`src/rtl/cpu_pkg.sv`:
```
// Shared CPU definitions: datapath widths, opcode field location and encodings,
// and the IF/ID slot record passed from fetch to decode.
package cpu_pkg;

    localparam int PC_W    = 14;
    localparam int INSTR_W = 32;
    localparam int OPC_MSB = 31;
    localparam int OPC_LSB = 27;
    localparam int OPC_W   = OPC_MSB - OPC_LSB + 1;

    typedef enum logic [OPC_W-1:0] {
        OP_ALU    = 5'b00000,
        OP_LOAD   = 5'b00001,
        OP_STORE  = 5'b00010,
        OP_BRANCH = 5'b00011,
        OP_JUMP   = 5'b00100,
        OP_HALT   = 5'b11111
    } opcode_e;

    typedef struct packed {
        logic [INSTR_W-1:0] instr;
        logic [PC_W-1:0]    pc;
        logic               vld;
    } slot_t;

endpackage

```
`src/rtl/if_fetch_unit.sv`:
```
// Dual-slot instruction fetch: drives a pair of sequential memory addresses and keeps
// a 2-entry IF/ID buffer topped up as decode drains it, with redirect, stall and HALT.
module if_fetch_unit
    import cpu_pkg::*;
#(
    parameter logic [PC_W-1:0]  RST_PC  = '0,
    parameter logic [OPC_W-1:0] HALT_OP = OP_HALT
) (
    input  logic               clk,
    input  logic               rst,
    input  logic               stall,
    input  logic               redirect,
    input  logic [PC_W-1:0]    redirect_pc,
    input  logic [1:0]         consumed,
    input  logic [INSTR_W-1:0] instr0_in,
    input  logic [INSTR_W-1:0] instr1_in,
    output logic [PC_W-1:0]    addr0,
    output logic [PC_W-1:0]    addr1,
    output logic [INSTR_W-1:0] if_instr0,
    output logic [INSTR_W-1:0] if_instr1,
    output logic [PC_W-1:0]    if_pc0,
    output logic [PC_W-1:0]    if_pc1,
    output logic               if_vld0,
    output logic               if_vld1,
    output logic               halted
);

    slot_t           slot0, slot1, slot0_nxt, slot1_nxt;
    slot_t           rem, fill_a, fill_b;
    logic [PC_W-1:0] pc, pc1, pc_nxt;
    logic            halted_nxt;
    logic [1:0]      n_vld, r_left;
    logic            halt_a, halt_b;

    always_comb begin
        n_vld  = {1'b0, slot0.vld} + {1'b0, slot1.vld};
        r_left = n_vld - consumed;
        // The surviving entry is whichever slot decode did not take.
        rem    = (consumed == 2'd0) ? slot0 : slot1;
        fill_a = '{instr: instr0_in, pc: pc,  vld: 1'b1};
        fill_b = '{instr: instr1_in, pc: pc1, vld: 1'b1};
        halt_a = (instr0_in[OPC_MSB:OPC_LSB] == HALT_OP);
        halt_b = (instr1_in[OPC_MSB:OPC_LSB] == HALT_OP);

        slot0_nxt  = slot0;
        slot1_nxt  = slot1;
        pc_nxt     = pc;
        halted_nxt = halted;

        if (redirect) begin
            pc_nxt        = redirect_pc;
            slot0_nxt.vld = 1'b0;
            slot1_nxt.vld = 1'b0;
            halted_nxt    = 1'b0;
        end else if (!stall) begin
            case (r_left)
                2'd1: begin
                    slot0_nxt = rem;
                    if (halted) begin
                        slot1_nxt.vld = 1'b0;
                    end else begin
                        slot1_nxt  = fill_a;
                        pc_nxt     = pc1;
                        halted_nxt = halt_a;
                    end
                end
                2'd0: begin
                    if (halted) begin
                        slot0_nxt.vld = 1'b0;
                        slot1_nxt.vld = 1'b0;
                    end else begin
                        slot0_nxt = fill_a;
                        slot1_nxt = fill_b;
                        if (halt_a) begin
                            // Anything fetched behind a HALT must never issue.
                            slot1_nxt.vld = 1'b0;
                            pc_nxt        = pc1;
                            halted_nxt    = 1'b1;
                        end else begin
                            pc_nxt     = pc + PC_W'(2);
                            halted_nxt = halt_b;
                        end
                    end
                end
                default: ;
            endcase
        end
    end

    // pc+1 is kept in its own flop so addr1 leaves the block without an adder.
    always_ff @(posedge clk or posedge rst) begin
        if (rst) begin
            pc     <= RST_PC;
            pc1    <= RST_PC + PC_W'(1);
            slot0  <= '0;
            slot1  <= '0;
            halted <= 1'b0;
        end else begin
            pc     <= pc_nxt;
            pc1    <= pc_nxt + PC_W'(1);
            slot0  <= slot0_nxt;
            slot1  <= slot1_nxt;
            halted <= halted_nxt;
        end
    end

    assign addr0     = pc;
    assign addr1     = pc1;
    assign if_instr0 = slot0.instr;
    assign if_instr1 = slot1.instr;
    assign if_pc0    = slot0.pc;
    assign if_pc1    = slot1.pc;
    assign if_vld0   = slot0.vld;
    assign if_vld1   = slot1.vld;

    a_consumed_legal: assert property (@(posedge clk) disable iff (rst)
        (!redirect && !stall) |-> (consumed != 2'd3 && consumed <= n_vld));

endmodule

```
`config.mk`:
```
export PLATFORM = sky130hd
export DESIGN_NAME = if_fetch_unit
export DESIGN_NICKNAME = d
export VERILOG_FILES = /design/src/rtl/cpu_pkg.sv /design/src/rtl/if_fetch_unit.sv
export SDC_FILE = /design/constraint.sdc
export NUM_CORES = 1
export LEC_CHECK = 0
export ABC_AREA = 1
export BUFFER_PORTS_ARGS = -buffer_cell sky130_fd_sc_hd__buf_4
export CAP_MARGIN = 20
export CORE_UTILIZATION = 48
export CTS_BUF_LIST = sky130_fd_sc_hd__clkbuf_8
export DETAILED_ROUTE_END_ITERATION = 8
export HOLD_SLACK_MARGIN = 0.12
export MAX_ROUTING_LAYER = met4
export PLACE_DENSITY = 0.79
export SLEW_MARGIN = 0
export SYNTH_ARGS = -nofsm -noshare
export SYNTH_HDL_FRONTEND = slang
export SYNTH_SLANG_ARGS = --single-unit
export TNS_END_PERCENT = 1
```
`constraint.sdc`:
```
create_clock -name clk -period 4.3 [get_ports clk]
set_input_delay 0.86 -clock clk [delete_from_list [all_inputs] [get_ports clk]]
set_output_delay 0.86 -clock clk [all_outputs]
set_load 0.005 [all_outputs]
```
# Yosys cells after proc, flatten, opt, wreduce, memory -nomap -nowiden
# Cells that the tools add are included.
# totals
register_bits	123
in_bits	84
out_inout_bits	123
wordCells	55
# classes
n_addsub	4
eq_ne	8
n_mux	24
bitwise_logic	2
n_reduce_logical	8
# ops
operator	count
case mux 47 bit (2 select lines)	2
2-to-1 mux 46 bit	2
2-to-1 mux 14 bit	5
2-to-1 mux 47 bit	1
case mux 14 bit (2 select lines)	1
adder 14 x 1 -> 14 bit (second input constant)	1
adder 14 x 2 -> 14 bit (second input constant)	1
2-to-1 mux 1 bit	12
equality test 5 bit (second input constant)	2
AND reduction 5 bit	2
!= test 2 bit (second input constant)	3
logical NOT 2 bit	2
!= test 3 bit (second input constant)	1
AND reduction 3 bit	1
nonzero test 3 bit	1
adder 1 x 1 -> 2 bit	1
equality test 2 x 1 -> 1 bit (second input constant)	1
!= test 2 x 1 -> 1 bit (second input constant)	1
NOT 1 bit	2
case mux 1 bit (2 select lines)	1
AND reduction 2 bit	1
nonzero test 2 bit	1
subtractor 2 bit	1

# Depth between registers and ports, before layout
# logic_depth
word_depth	7
ltp_mapped	22
ltp_nobuf	22

# Least setup slack after synthesis
# Ideal clock, no wire load.
# synth_path
path_kind	input port to flip-flop
start	input port consumed[0]
end	register pc1[6], in the netlist addr1[6]
setup_ns	0.122
arrival_time_ns	2.902
t_required_ns	4.178
path_slack_ns	1.276
stages	16
path_buffers	1
cell_sequence	ha_1 > inv_1 > ha_1 > buf_2 > inv_2 > nand3_1 > nand3_1 > nand2_1 > nand2_1 > nand2_1 > inv_1 > ha_1 > nand3_1 > nor2_2 > nand2_1 > xor2_1
# synth_via
elab_chain_len	6
word_cells_on_any_way	7
classes_between	2 x add/sub; 1 x eq/ne; 3 x mux; 1 x reduce/logical
# synth_rtl
element	line_no	text
from (decl)	if_fetch_unit.sv:14	input logic [1:0] consumed,
subtractor 2 bit (*)	if_fetch_unit.sv:37	r_left = n_vld - consumed;
equality test 2 x 1 -> 1 bit / logical NOT 2 bit (equally long branches)	if_fetch_unit.sv:56	case (r_left)
case mux 14 bit (2 select lines) (*)	if_fetch_unit.sv:56	
2-to-1 mux 14 bit (*)	if_fetch_unit.sv:55	end else if (!stall) begin
2-to-1 mux 14 bit (*)	if_fetch_unit.sv:50	if (redirect) begin
via pc_nxt[0]	if_fetch_unit.sv:30	logic [PC_W-1:0] pc, pc1, pc_nxt;
adder 14 x 1 -> 14 bit (*)	if_fetch_unit.sv:100	pc1 <= pc_nxt + PC_W'(1);
to (signal assigned)	if_fetch_unit.sv:94	pc1 <= RST_PC + PC_W'(1);
to (signal assigned)	if_fetch_unit.sv:100	
to (decl)	if_fetch_unit.sv:30	
# The timed path passes the listed nets; every way through them passes the cells marked *.
# A chain may end at the register's enable or synchronous reset.

# Worst setup path in the final report
# layout_path
start	input port consumed[0]
end	register pc1[8], in the netlist addr1[8]
# Same word-level chain as after synthesis.

==> impl_metrics.py <==
metrics = {
    "synth": {
        "postSynthCellCount": 879,
        "synth.net_count": 967,
        "seq_area_frac_synth_pct": 46.3,
        "syn_area_sq_um": 6650,
        "synth_compound_area_share_pct": 15.9,
        "muxShareOfSynthArea_pct": 0,
        "yosysTopAreaCell": "dfrtp_1",
        "syn_avg_cell_area_sq_um": 7.57,
        "yosysTopAreaCellShare_pct": 45.9,
        "synth_xor_area_share_pct": 1.05,
        "ys_top_cells_by_area": "dfrtp_1 46%, nand2_1 16%, o21ai_0 7.5%",
        "synth_top_family_by_area": "simple AND/OR/NAND/NOR gates",
        "synth_fa_ha_area_share_pct": 0.752,
        "ys.warnings.count": 0,
        "ys_types": 41,
        "synth_simple_gate_area_share_pct": 30.0,
        "ys_ff_latch": 123,
    },
    "run_status": {
        "status": "finished, final reports clean",
    },
    "pwr": {
        "combPwrFrac_pct": 36.3,
        "p_seq_share_pct": 40.8,
        "p_switching_mw": 1.64,
        "internal_power_mw": 2.91,
        "ir_drop_mv": 0.185,
        "p_leak_nw": 4.26,
        "clkPwrFrac_pct": 22.9,
        "p_sw_share_pct": 36.0,
        "powerDensity_nw_per_um2": 522,
    },
    "global_routing": {
        "grt_pass1_vias": 6468,
        "grtUsageTotal_pct": 30.5,
        "grt_antenna_before_repair": 0,
        "grt_pass1_wl_um": 33000,
        "grt_max_degree": 119,
        "grt-ovfl-total": 0,
    },
    "placed_design": {
        "dp_hpwl_um": 14900,
        "io_buffers": 206,
        "globalplace.congestion": 0.977,
        "dpl_worst_slack_ps": 738,
    },
    "timing": {
        "hold_viol_final": 0,
        "tns_ps": 0,
        "layout_setup_ws_ps": 1160,
        "max_slew_margin_pct": 45.0,
        "rsz0062_at_grt": "no",
        "tightestPinTransition_ps": 825,
        "slew_violations": 0,
        "fmax_mhz": 319,
        "setup-violations-final": 0,
        "finalCriticalPeriod_ps": 3140,
        "skew_ps": 8.70,
        "period_share_pct": 72.9,
        "holdWs_ps": 280,
    },
    "setup_path": {
        "path_class": "in2reg",
        "r2r_slack_ps": 1270,
        "r2r-start": "if_vld1",
        "cp.required_ps": 4620,
        "arrival_ps": 3460,
        "worst_r2r_endpoint": "addr1[8]",
        "rr_worst_depth": 20,
        "end_kind": "flip-flop",
        "start_kind": "input pin",
        "cp_max_fo": 13,
    },
    "floorplan": {
        "core_area_sq_um": 13400,
        "num_rows": 42,
        "die_area_sq_um": 14300,
        "die_h_um": 120,
        "start_util_pct": 49.7,
        "die_w_um": 120,
        "ios": 207,
    },
    "routing": {
        "totalWireLength_um": 20600,
        "vias": 6889,
        "vias_per_cell": 5.49,
        "drt_iter0_markers": 753,
        "drtPass1Iterations": 6,
        "avgRoutedWirePerCell_um": 16.4,
        "ant_nets": 0,
        "drc": 0,
    },
    "worst_hold_path": {
        "hold_path_class": "in2async",
    },
    "final_layout": {
        "n_fill_cell": 1178,
        "drive_gt1_share_pct": 27.2,
        "final_common_cell": "nand2_1",
        "diodes": 0,
        "area_growth_pct": 31.0,
        "fin_nets": 1154,
        "final_cell_mix": "275 x nand2_1, 215 x buf_4, 122 x dfrtp_1, 118 x nor2_1, 100 x o21ai_0",
    },
    "clock_tree": {
        "clk_pin_slew_ps": 80,
        "postCtsHoldBufs": 0,
        "h-tree-depth": 4,
        "clock_sinks": 123,
        "clk_latency_ps": 440,
        "cts_resized": 0,
        "cts_made_buffers": 17,
        "cts_setup_buffers": 0,
        "root_buffer": "clkbuf_8",
        "clockBufferDepth": 2,
        "cts_tree": "built",
    },
    "flow_run": {
        "cap_violations": 0,
    },
}
==> registers in the layout, indices dropped and copies added (netlist names) <==
signal / flops
if_vld0: 1
if_instr0: 32
if_instr1: 32
halted: 1
if_vld1: 1
addr0: 14
if_pc0: 14
if_pc1: 14
addr1: 14
==> cells by family (layout without fill, tap and decap cells) <==
logic type / count (synthesis) / count (layout)
and+or+nand+nor: 472 / 472
AOI/OAI and AO/OA: 182 / 182
DFF: 123 / 123
buffers and inverters: 90 / 290
xor gates and xnor gates: 8 / 8
adders and majority gates: 4 / 4
==> per-layer routing <==
metal,global-route usage (%),wire length (um),up-vias
met5,-,0,-
li1,-,-,3261
met1,38.9,8520,3223
met3,5.18,1700,49
met4,12.9,602,0
met2,48.2,9750,356
==> cell type report <==
class	count	area (sq um)	area share, %
sequential	123	3080	35.3
timing repair buffer	219	1690	19.4
clock buffer	19	262	3.00
tap	176	220	2.53
clock inverter	13	143	1.64
multi-input combinational	666	3170	36.4
inverter	39	149	1.71
==> worst max path at each step <==
stage / slack, ps / end / start / cells past startpoint
after CTS: 1200 / addr1[8] / consumed[0] / 20
after global routing: 910 / addr1[8] / consumed[0] / 20
final: 1160 / addr1[8] / consumed[0] / 20
after floorplan: 170 / addr0[0] / rst / 1
after detailed placement: 740 / addr1[8] / consumed[0] / 20
after global placement: 880 / addr1[6] / consumed[0] / 19
==> power by group through the flow <==
stage / Combinational [mW] / Sequential [mW] / Clock (mW)
6_report: 1.65 / 1.86 / 1.04
5_1_grt: 1.82 / 1.90 / 1.12
4_1_cts: 1.66 / 1.85 / 1.06
3_5_place_dp: 1.65 / 1.87 / 0
3_3_place_gp: 1.62 / 1.86 / 0
2_1_floorplan: 0.764 / 1.83 / 0
==> critical path, cell delays in order <==
cell     delay [ps]
buf_4           110
ha_1            260
inv_1            40
ha_1            200
inv_1            90
nand2_1          70
nand2_1          70
nand2_1          90
nand2_4         140
nand2_4         140
nor2_1          150
a21oi_1          90
nand2_1          80
nand2_1         130
inv_1           120
ha_1            190
nand3_1         170
nor2_2          220
nand2_1         110
xnor2_1         130
==> cells in the mapped netlist <==
cell / n
o22ai_2: 1
inv_2: 2
xor2_1: 7
a21o_1: 1
nor2_8: 1
nand2_2: 7
dfrtp_1: 122
nand4_1: 7
clkbuf_2: 1
nand3_2: 1
a2bb2oi_1: 3
o21ai_2: 1
dfstp_2: 1
nor2_2: 9
nand2_1: 275
a2111oi_4: 1
ha_1: 4
o31ai_1: 1
clkinv_1: 1
buf_4: 2
o21ai_0: 100
clkbuf_1: 25
nor2_4: 1
buf_6: 5
nor3_1: 3
a31oi_1: 46
buf_1: 1
nor3_4: 1
nand3_4: 1
nor2_1: 118
a21oi_1: 18
xnor2_1: 1
inv_1: 36
nand2_4: 6
nand3_1: 36
o21a_1: 3
buf_2: 17
a21oi_2: 2
a21oi_4: 1
o211ai_1: 4
or2_2: 6
==> through the flow <==
step | utilization [%] | power, mW | std cells | instance area (sq um)
5_1_grt | 65.0 | 4.84 | 1255 | 8720
4_1_cts | 65.0 | 4.57 | 1255 | 8720
3_5_place_dp | 62.0 | 3.53 | 1223 | 8310
2_1_floorplan | - | 2.59 | 879 | 6650
6_report | 65.0 | 4.55 | 1255 | 8720
3_3_place_gp | 62.0 | 3.48 | 1223 | 8310
Power figures use the tool's default switching activity.
